==> src/rtl/shift_cmd_fifo.sv <==
// shift_cmd_fifo
//   Command buffer in front of the 4-bit left/right shift register stage. Producer commands
//   {direction, data} are accepted over a valid/ready handshake and held in a small synchronous
//   FIFO. The oldest command is presented first-word-fall-through to the shifter.
//
// Ports
//   clk, rst               clock; synchronous active-high reset
//   in_valid/in_ready      producer handshake; in_ready = !full
//   in_lr_bar, in_data     command direction (1 = left) and data word
//   out_valid/out_ready    consumer handshake; out_valid = !empty
//   out_lr_bar, out_data   head command, forced to 0 while empty
//   count, full, empty     occupancy status, all from registered state
//   ovf                    sticky "producer stalled against full FIFO" flag, cleared by rst
//                          (present only when SHIFT_CMD_FIFO_OVF_EN is defined)
//
// Parameters: DATA_W data width, DEPTH entries (power of two, >= 2), ADDR_W = log2(DEPTH).
module shift_cmd_fifo #(
  parameter int unsigned DATA_W = 4,
  parameter int unsigned DEPTH  = 4,
  parameter int unsigned ADDR_W = 2
) (
  input  logic              clk,
  input  logic              rst,
  input  logic              in_valid,
  input  logic              in_lr_bar,
  input  logic [DATA_W-1:0] in_data,
  output logic              in_ready,
  output logic              out_valid,
  output logic              out_lr_bar,
  output logic [DATA_W-1:0] out_data,
  input  logic              out_ready,
  output logic [ADDR_W:0]   count,
  output logic              full,
`ifdef SHIFT_CMD_FIFO_OVF_EN
  output logic              ovf,
`endif
  output logic              empty
);

  localparam logic [ADDR_W:0] DepthCnt = (ADDR_W + 1)'(DEPTH);

  // Each entry keeps the direction bit alongside its data word: {lr_bar, data}.
  logic [DATA_W:0]   mem_q [DEPTH];
  logic [DATA_W:0]   mem_d [DEPTH];
  logic [ADDR_W-1:0] wr_ptr_q, wr_ptr_d;
  logic [ADDR_W-1:0] rd_ptr_q, rd_ptr_d;
  logic [ADDR_W:0]   count_q, count_d;
  logic              push, pop;

  assign full      = (count_q == DepthCnt);
  assign empty     = (count_q == '0);
  assign count     = count_q;
  // in_ready deliberately ignores out_ready: no push into a full FIFO even on a same-cycle pop.
  assign in_ready  = !full;
  assign out_valid = !empty;

  assign push = in_valid && in_ready;
  assign pop  = out_valid && out_ready;

  always_comb begin
    mem_d    = mem_q;
    wr_ptr_d = wr_ptr_q;
    rd_ptr_d = rd_ptr_q;
    count_d  = count_q;
    if (push) begin
      mem_d[wr_ptr_q] = {in_lr_bar, in_data};
      // DEPTH is a power of two, so natural pointer overflow is the modulo-DEPTH wrap.
      wr_ptr_d        = wr_ptr_q + ADDR_W'(1);
    end
    if (pop) begin
      rd_ptr_d = rd_ptr_q + ADDR_W'(1);
    end
    unique case ({push, pop})
      2'b10:   count_d = count_q + 1'b1;
      2'b01:   count_d = count_q - 1'b1;
      default: count_d = count_q;
    endcase
  end

  always_ff @(posedge clk) begin
    if (rst) begin
      wr_ptr_q <= '0;
      rd_ptr_q <= '0;
      count_q  <= '0;
    end else begin
      wr_ptr_q <= wr_ptr_d;
      rd_ptr_q <= rd_ptr_d;
      count_q  <= count_d;
    end
  end

  // Storage needs no reset: stale entries are unreachable once the pointers and count clear.
  always_ff @(posedge clk) begin
    mem_q <= mem_d;
  end

  always_comb begin
    out_lr_bar = 1'b0;
    out_data   = '0;
    if (!empty) begin
      {out_lr_bar, out_data} = mem_q[rd_ptr_q];
    end
  end

`ifdef SHIFT_CMD_FIFO_OVF_EN
  logic ovf_q, ovf_d;

  assign ovf_d = ovf_q || (in_valid && full);
  assign ovf   = ovf_q;

  always_ff @(posedge clk) begin
    if (rst) begin
      ovf_q <= 1'b0;
    end else begin
      ovf_q <= ovf_d;
    end
  end
`endif

endmodule

==> config.mk <==
export PLATFORM = sky130hd
export DESIGN_NAME = shift_cmd_fifo
export DESIGN_NICKNAME = d
export VERILOG_FILES = /design/src/rtl/shift_cmd_fifo.sv
export SDC_FILE = /design/constraint.sdc
export NUM_CORES = 1
export LEC_CHECK = 0
export BUFFER_PORTS_ARGS = -buffer_cell sky130_fd_sc_hd__buf_2
export CAP_MARGIN = 20
export CELL_PAD_IN_SITES_DETAIL_PLACEMENT = 0
export CELL_PAD_IN_SITES_GLOBAL_PLACEMENT = 1
export CORE_MARGIN = 4
export CORE_UTILIZATION = 25
export DETAILED_ROUTE_END_ITERATION = 7
export PLACE_DENSITY_LB_ADDON = 0.1
export SLEW_MARGIN = 20
export SYNTH_ARGS = -nofsm -noshare
export SYNTH_HDL_FRONTEND = slang
export SYNTH_SLANG_ARGS = --single-unit
export TNS_END_PERCENT = 50
==> constraint.sdc <==
create_clock -name clk -period 2.1 [get_ports clk]
set_clock_uncertainty 0.15 [all_clocks]
set_input_delay 0.21 -clock clk [delete_from_list [all_inputs] [get_ports clk]]
set_output_delay 0.21 -clock clk [all_outputs]
set_load 0.01 [all_outputs]
==> results of run 1 <==
kinds of logic (layout without fill, tap and decap cells):
group                      Yosys count  after routing
and+or+nand+nor                     22             22
buffers and inverters               12             46
adders and majority gates            6              6
muxes                                6              6
DFF                                 27             27
AOI/OAI and AO/OA                    8              8
xor gates and xnor gates             3              3
where the power goes:
part | switching (mW) | leakage, nW | total, mW | internal [mW]
combinational | 0.329 | 0.326 | 0.674 | 0.345
sequential | 0.0526 | 0.242 | 0.702 | 0.650
clock | 0.156 | 0.0217 | 0.291 | 0.134
layer usage:
layer / track usage, % / wire [um] / vias to the layer above
met1: 9.66 / 924 / 345
met2: 12.8 / 1080 / 14
met4: 2.67 / 23 / 0
li1: - / - / 361
met5: 0 / 0 / -
met3: 2.81 / 111 / 2
cell usage in the layout (no fill, tap or decap), types with 4 or more instances in the layout:
cell | synthesis | routed
a21oi_1 | 4 | 4
and2_1 | 4 | 4
buf_2 | 1 | 20
buf_4 | 0 | 9
dfxtp_1 | 7 | 4
edfxtp_1 | 20 | 20
ha_1 | 5 | 4
inv_1 | 7 | 7
mux4_2 | 5 | 5
nor2_1 | 4 | 4
nor2b_1 | 5 | 5
registers in the layout, summed over array words and instances (netlist names):
register / cells
mem_q: 20
wr_ptr_q: 2
rd_ptr_q: 2
count: 3
stage by stage:
stage	power, mW	setup WS (ns)	util (%)	TNS (ns)
6_report	1.67	0.0525	34.0	0
5_1_grt	1.81	-0.0158	34.0	-0.0158
4_1_cts	1.69	0.00580	33.6	0
3_5_place_dp	1.37	0.0131	31.7	0
3_3_place_gp	1.38	0.0688	31.7	0
2_1_floorplan	1.11	0.00640	-	0
area by class of cell:
| cell class | instances | area share [%] |
|---|---|---|
| Sequential cell | 27 | 48.9 |
| Multi-Input combinational cell | 45 | 27.9 |
| Timing Repair Buffer | 32 | 13.0 |
| Inverter | 10 | 2.79 |
| Clock inverter | 1 | 0.493 |
| Tap cell | 52 | 4.27 |
| Clock buffer | 3 | 2.71 |
repair_timing:
item	4_1_cts	5_1_grt
endpoints found under the hold margin	8	4
endpoints found under the setup margin	1	2
hold buffers	2	1
buffers inserted	2	0
resized for setup	1	3
final timing paths:
| path | endpoint | slack [ns] | cells past startpoint |
|---|---|---|---|
| hold reg to reg | wr_ptr_q[1] | 0.37 | 2 |
| setup reg to reg | count[2] | 0.05 | 11 |
| setup / recovery | count[2] | 0.05 | 11 |
| hold / removal | mem_q[2] | 0.01 | 1 |
worst max-delay path, delay by kind of cell (launching register included):
| family | cells | cell delay, ns |
|---|---|---|
| compound gates | 1 | 0.14 |
| xor+xnor | 1 | 0.15 |
| fa+ha+maj | 2 | 0.51 |
| buf+inv | 4 | 0.25 |
| flops | 1 | 0.36 |
| simple gates | 3 | 0.43 |
==> results.yml, run 1 <==
status:
  status: "finished clean"
logic_synthesis:
  yosysTopAreaCell: "edfxtp_1"
  synthCells: 84
  ys_seq_area_share_pct: 62.1
  synth_top_family_by_area: "simple AND/OR/NAND/NOR gates"
  yosys-top-cells-area: "edfxtp_1 50%, dfxtp_1 12%, mux4_2 9.4%"
  synth_commonest_cells: "20 x edfxtp_1, 7 x dfxtp_1, 7 x inv_1"
  synthArstFlopShare_pct: 0
  syn_area_um2: 1190
  synth_nets: 99
  synth_edf_count: 20
  synth-simple-area-share_pct: 11.1
  synth_mux_area_share_pct: 10.3
  synth.ff_latch_count: 27
  synth_top_area_share_pct: 50.3
  synth.avg_cell_area_um2: 14.2
  synth_compound_area_share_pct: 3.56
  yosys.area_share.xor_xnor_pct: 2.20
  yosysUniqueCellTypes: 23
  ys.flop_type: "edfxtp_1"
  synth_most_common_cell: "edfxtp_1"
  synthAdderAreaFrac_pct: 6.92
  yosys_warnings: 0
final_layout:
  n_antenna_cell: 0
  multi_input_area_um2: 424
  fin_area_um2: 1520
  area_delta_synth_final_pct: 27.6
  seqCellArea_um2: 744
  finalNonFillerCells: 170
  nNetsFinal: 134
  fill_cells: 454
  drive_gt1_share_pct: 42.4
worst_setup_path:
  cpMaxStageDelayCell: "dfxtp_2"
  cp-end-kind: "register"
  crit_required_ns: 2.15
  path_max_fanout: 4
  crit_type: "register to register"
  crit_arrival_ns: 2.10
  critPathLaunch: "count[0]"
  crit_path_frequent_cell: "inv_1"
  critical_path.cell_chain: "inv_2 > nand3_4 > inv_4 > nor2_2 > inv_1 > ha_2 > inv_1 > fa_2 > xor2_1 > or3_1 > a21oi_1"
  max_stage_delay_ns: 0.36
  cp-start-kind: "register"
  r2r-start: "count[0]"
power_and_ir_drop:
  p_leak_nw: 0.590
  p_per_area_nw_per_um2: 1090
  peakVddDrop_v: 0.000320
place:
  gp_congestion: 0.684
  place_inst: 161
  dpl.hpwl_um: 1650
  placed_area_um2: 1420
  port_buffers: 20
timing:
  hold_slack_ns: 0.0142
  slew_headroom_pct: 75.0
  finalCriticalPeriod_ns: 2.05
  finalHoldViolations: 0
  setup_viol: 0
  tightest_slew_ns: 0.373
  slew_viol_final: 0
  period_share_pct: 97.5
  fmax_mhz: 488
  rsz0062_at_grt: "true"
clocking:
  clockBufferDepth: 2
  cts_root_buf: "clkbuf_8"
  cts_buffers: 3
  cts_tree: "done"
  cts_num_sinks: 27
  htreeDepth: 1
  clock_latency_ns: 0.27
  cts.clk_slew.worst_paths_ns: 0.09
detailed_routing:
  viasPerCell: 4.25
  drt-wirelength-per-cell_um: 12.6
  drc: 0
  num_vias: 722
  routed_wl_um: 2140
  drt_iter0_markers: 41
  drt_pass1_iterations: 3
  ant_nets: 0
die:
  io_pins: 21
  coreArea_um2: 4470
  start_util_pct: 26.7
  die-area_um2: 5940
  rows: 24
  die_width_um: 77.1
  die_h_um: 77.1
grt:
  grt_pass1_wl_um: 3570
  grt_max_degree: 17
  antenna_found_initial: 0
  overflow: 0
  track_usage_pct: 7.87
  grt_pass1_vias: 713
flow_run:
  maxCapViolCount: 0
hold_path:
  min_from: "in_data[2]"
  hold_class: "input port to register"
(Power assumes the default switching activity.)
==> run 2: changes to the inputs <==
--- a/config.mk
+++ b/config.mk
@@ -5,6 +5,7 @@
 export SDC_FILE = /design/constraint.sdc
 export NUM_CORES = 1
 export LEC_CHECK = 0
+export ABC_AREA = 1
 export BUFFER_PORTS_ARGS = -buffer_cell sky130_fd_sc_hd__buf_2
 export CAP_MARGIN = 20
 export CELL_PAD_IN_SITES_DETAIL_PLACEMENT = 0
==> results.yml, run 2 <==
power_and_ir_drop:
  p_switching_mw: 0.650
  p_comb_share_pct: 41.7
  p_leak_nw: 0.640
  clockPowerShare_pct: 17.2
  power_frac_seq_pct: 41.0
  peakVddDrop_v: 0.000227
  p_per_area_nw_per_um2: 1120
  p_total_mw: 1.70
  swShare_pct: 38.2
  p_int_mw: 1.05
logic_synthesis:
  synth.avg_cell_area_um2: 9.87
  synth_commonest_cells: "28 x nor2_1, 20 x edfxtp_1, 17 x inv_1"
  synthArstFlopShare_pct: 0
  synthCells: 125
  synth.ff_latch_count: 27
  synth_nets: 140
  synth_edf_count: 20
  ys.flop_type: "edfxtp_1"
  synth_most_common_cell: "nor2_1"
  syn_area_um2: 1230
  yosys_warnings: 0
  synth_top_area_share_pct: 48.7
  yosysUniqueCellTypes: 17
  yosys-top-cells-area: "edfxtp_1 49%, dfxtp_1 11%, nor2_1 8.5%"
  ys_seq_area_share_pct: 60.0
  yosysTopAreaCell: "edfxtp_1"
timing:
  rsz0062_at_grt: "false"
  tightest_slew_ns: 0.516
  setup_viol: 0
  finalCriticalPeriod_ns: 1.92
  fin_ws_ns: 0.182
  period_share_pct: 91.3
  fmax_mhz: 521
  slew_viol_final: 0
  slew_headroom_pct: 65.4
  fin_setup_tns_ns: 0
  finalHoldViolations: 0
  hold_slack_ns: 0.0160
flow_run:
  maxCapViolCount: 0
grt:
  antenna_found_initial: 0
  grt_pass1_wl_um: 4140
  overflow: 0
  track_usage_pct: 8.96
  grt_pass1_vias: 863
  grt_max_degree: 17
place:
  dpl.hpwl_um: 1950
  port_buffers: 20
  placed_area_um2: 1430
  gp_congestion: 0.762
  pre_cts_ws_ns: 0.145
  place_inst: 215
detailed_routing:
  drc: 0
  num_vias: 914
  ant_nets: 0
  routed_wl_um: 2560
  drt_iter0_markers: 27
  drt_pass1_iterations: 6
  viasPerCell: 4.10
  drt-wirelength-per-cell_um: 11.5
die:
  die_width_um: 78.2
  die-area_um2: 6120
  rows: 25
  start_util_pct: 25.9
  coreArea_um2: 4750
  die_h_um: 78.2
  io_pins: 21
worst_setup_path:
  cp-end-kind: "register"
  crit_type: "register to register"
  path_max_fanout: 7
  crit_arrival_ns: 1.94
  cp-start-kind: "register"
  crit_required_ns: 2.13
final_layout:
  final_common_cell: "nor2_1"
  top_register: "mem_q"
  layout_common_cells: "27 x nor2_1, 20 x buf_2, 20 x edfxtp_1"
  largest_register_ffs: 20
  n_antenna_cell: 0
  drive_gt1_share_pct: 22.4
  area_delta_synth_final_pct: 23.5
  fin_area_um2: 1520
  nNetsFinal: 172
  final_core_util_pct: 32.1
  finalNonFillerCells: 223
status:
  status: "finished clean"
clocking:
  cts_root_buf: "clkbuf_8"
  clock_latency_ns: 0.27
  cts.clk_slew.worst_paths_ns: 0.09
  cts_tree: "done"
  cts_num_sinks: 27
  clockBufferDepth: 2
  postCtsSetupRepairBufs: 0
  htreeDepth: 1
  cts_buffers: 3
hold_path:
  hold_class: "input port to register"
[run 2: cell count changes in the layout (fill, tap and decap cells not counted), sizes merged, moves of 2 or more]
cell and change:
xor2 -3, nor2 +24, inv +8, nor2b -5, nand3 +4, nand2 +14, buf -3, o21ai +9
mux4 -5, and2 -4, nand2b -2, or3 -3, a21oi +6
[run 2: cells by family (layout without fill, tap and decap cells)]
family | Yosys count | in the layout | synth area share, %
flip-flops | 27 | 27 | 60.0
adder cells (fa/ha/maj) | 6 | 6 | 6.69
buffers and inverters | 21 | 52 | 7.91
AO/OA/AOI/OAI | 22 | 22 | 8.93
AND/OR/NAND/NOR | 49 | 49 | 16.4
[run 2: path summary, 6_finish.rpt]
check,slack (ns),end,cells past startpoint,from
worst max-delay path,0.18,count[2],12,count[0]
worst min-delay path,0.02,rd_ptr_q[1],2,rst
worst max register to register,0.18,count[2],12,count[0]
worst min register to register,0.37,wr_ptr_q[1],2,wr_ptr_q[1]
[run 2: worst max-delay path, stage by stage (launching register included)]
cell and delay [ns]:
dfxtp_1 0.34, nor2_2 0.15, nand2_2 0.12, nand2_4 0.11, ha_1 0.18, inv_1 0.07, fa_1 0.38, inv_1 0.06
nand2_1 0.05, nand3_1 0.08, nand2_1 0.05, nand2_1 0.05, nor2_1 0.04
[run 2: layer usage]
| layer | part of all wire (%) | track usage, % | up-vias |
|---|---|---|---|
| met4 | 0.59 | 3.67 | 0 |
| met3 | 5.3 | 2.06 | 2 |
| met2 | 49 | 15.3 | 21 |
| met5 | 0 | 0 | - |
| met1 | 45 | 10.8 | 425 |
| li1 | - | - | 466 |
[run 2: layout make-up]
cell class | instances | area, um2
fillers | 510 | 3230
flip-flops and latches | 27 | 741
multi-input cells | 77 | 398
repair buffers | 30 | 185
well taps | 67 | 83.8
inverters | 18 | 67.6
clock buffers | 3 | 41.3
clock inverters | 1 | 7.51
[run 2: timing repair]
action                                 CTS  global route
setup endpoints to repair                0             1
endpoints found under the hold margin   12             4
hold buffers                             3             1
resized for setup                        0             1
[run 2: power groups by stage]
stage	combinational (mW)	clock, mW	sequential (mW)
after floorplan	0.435	0	0.706
after global placement	0.727	0	0.705
after detailed placement	0.714	0	0.708
after CTS	0.723	0.307	0.696
after global routing	0.808	0.335	0.708
final	0.709	0.293	0.697
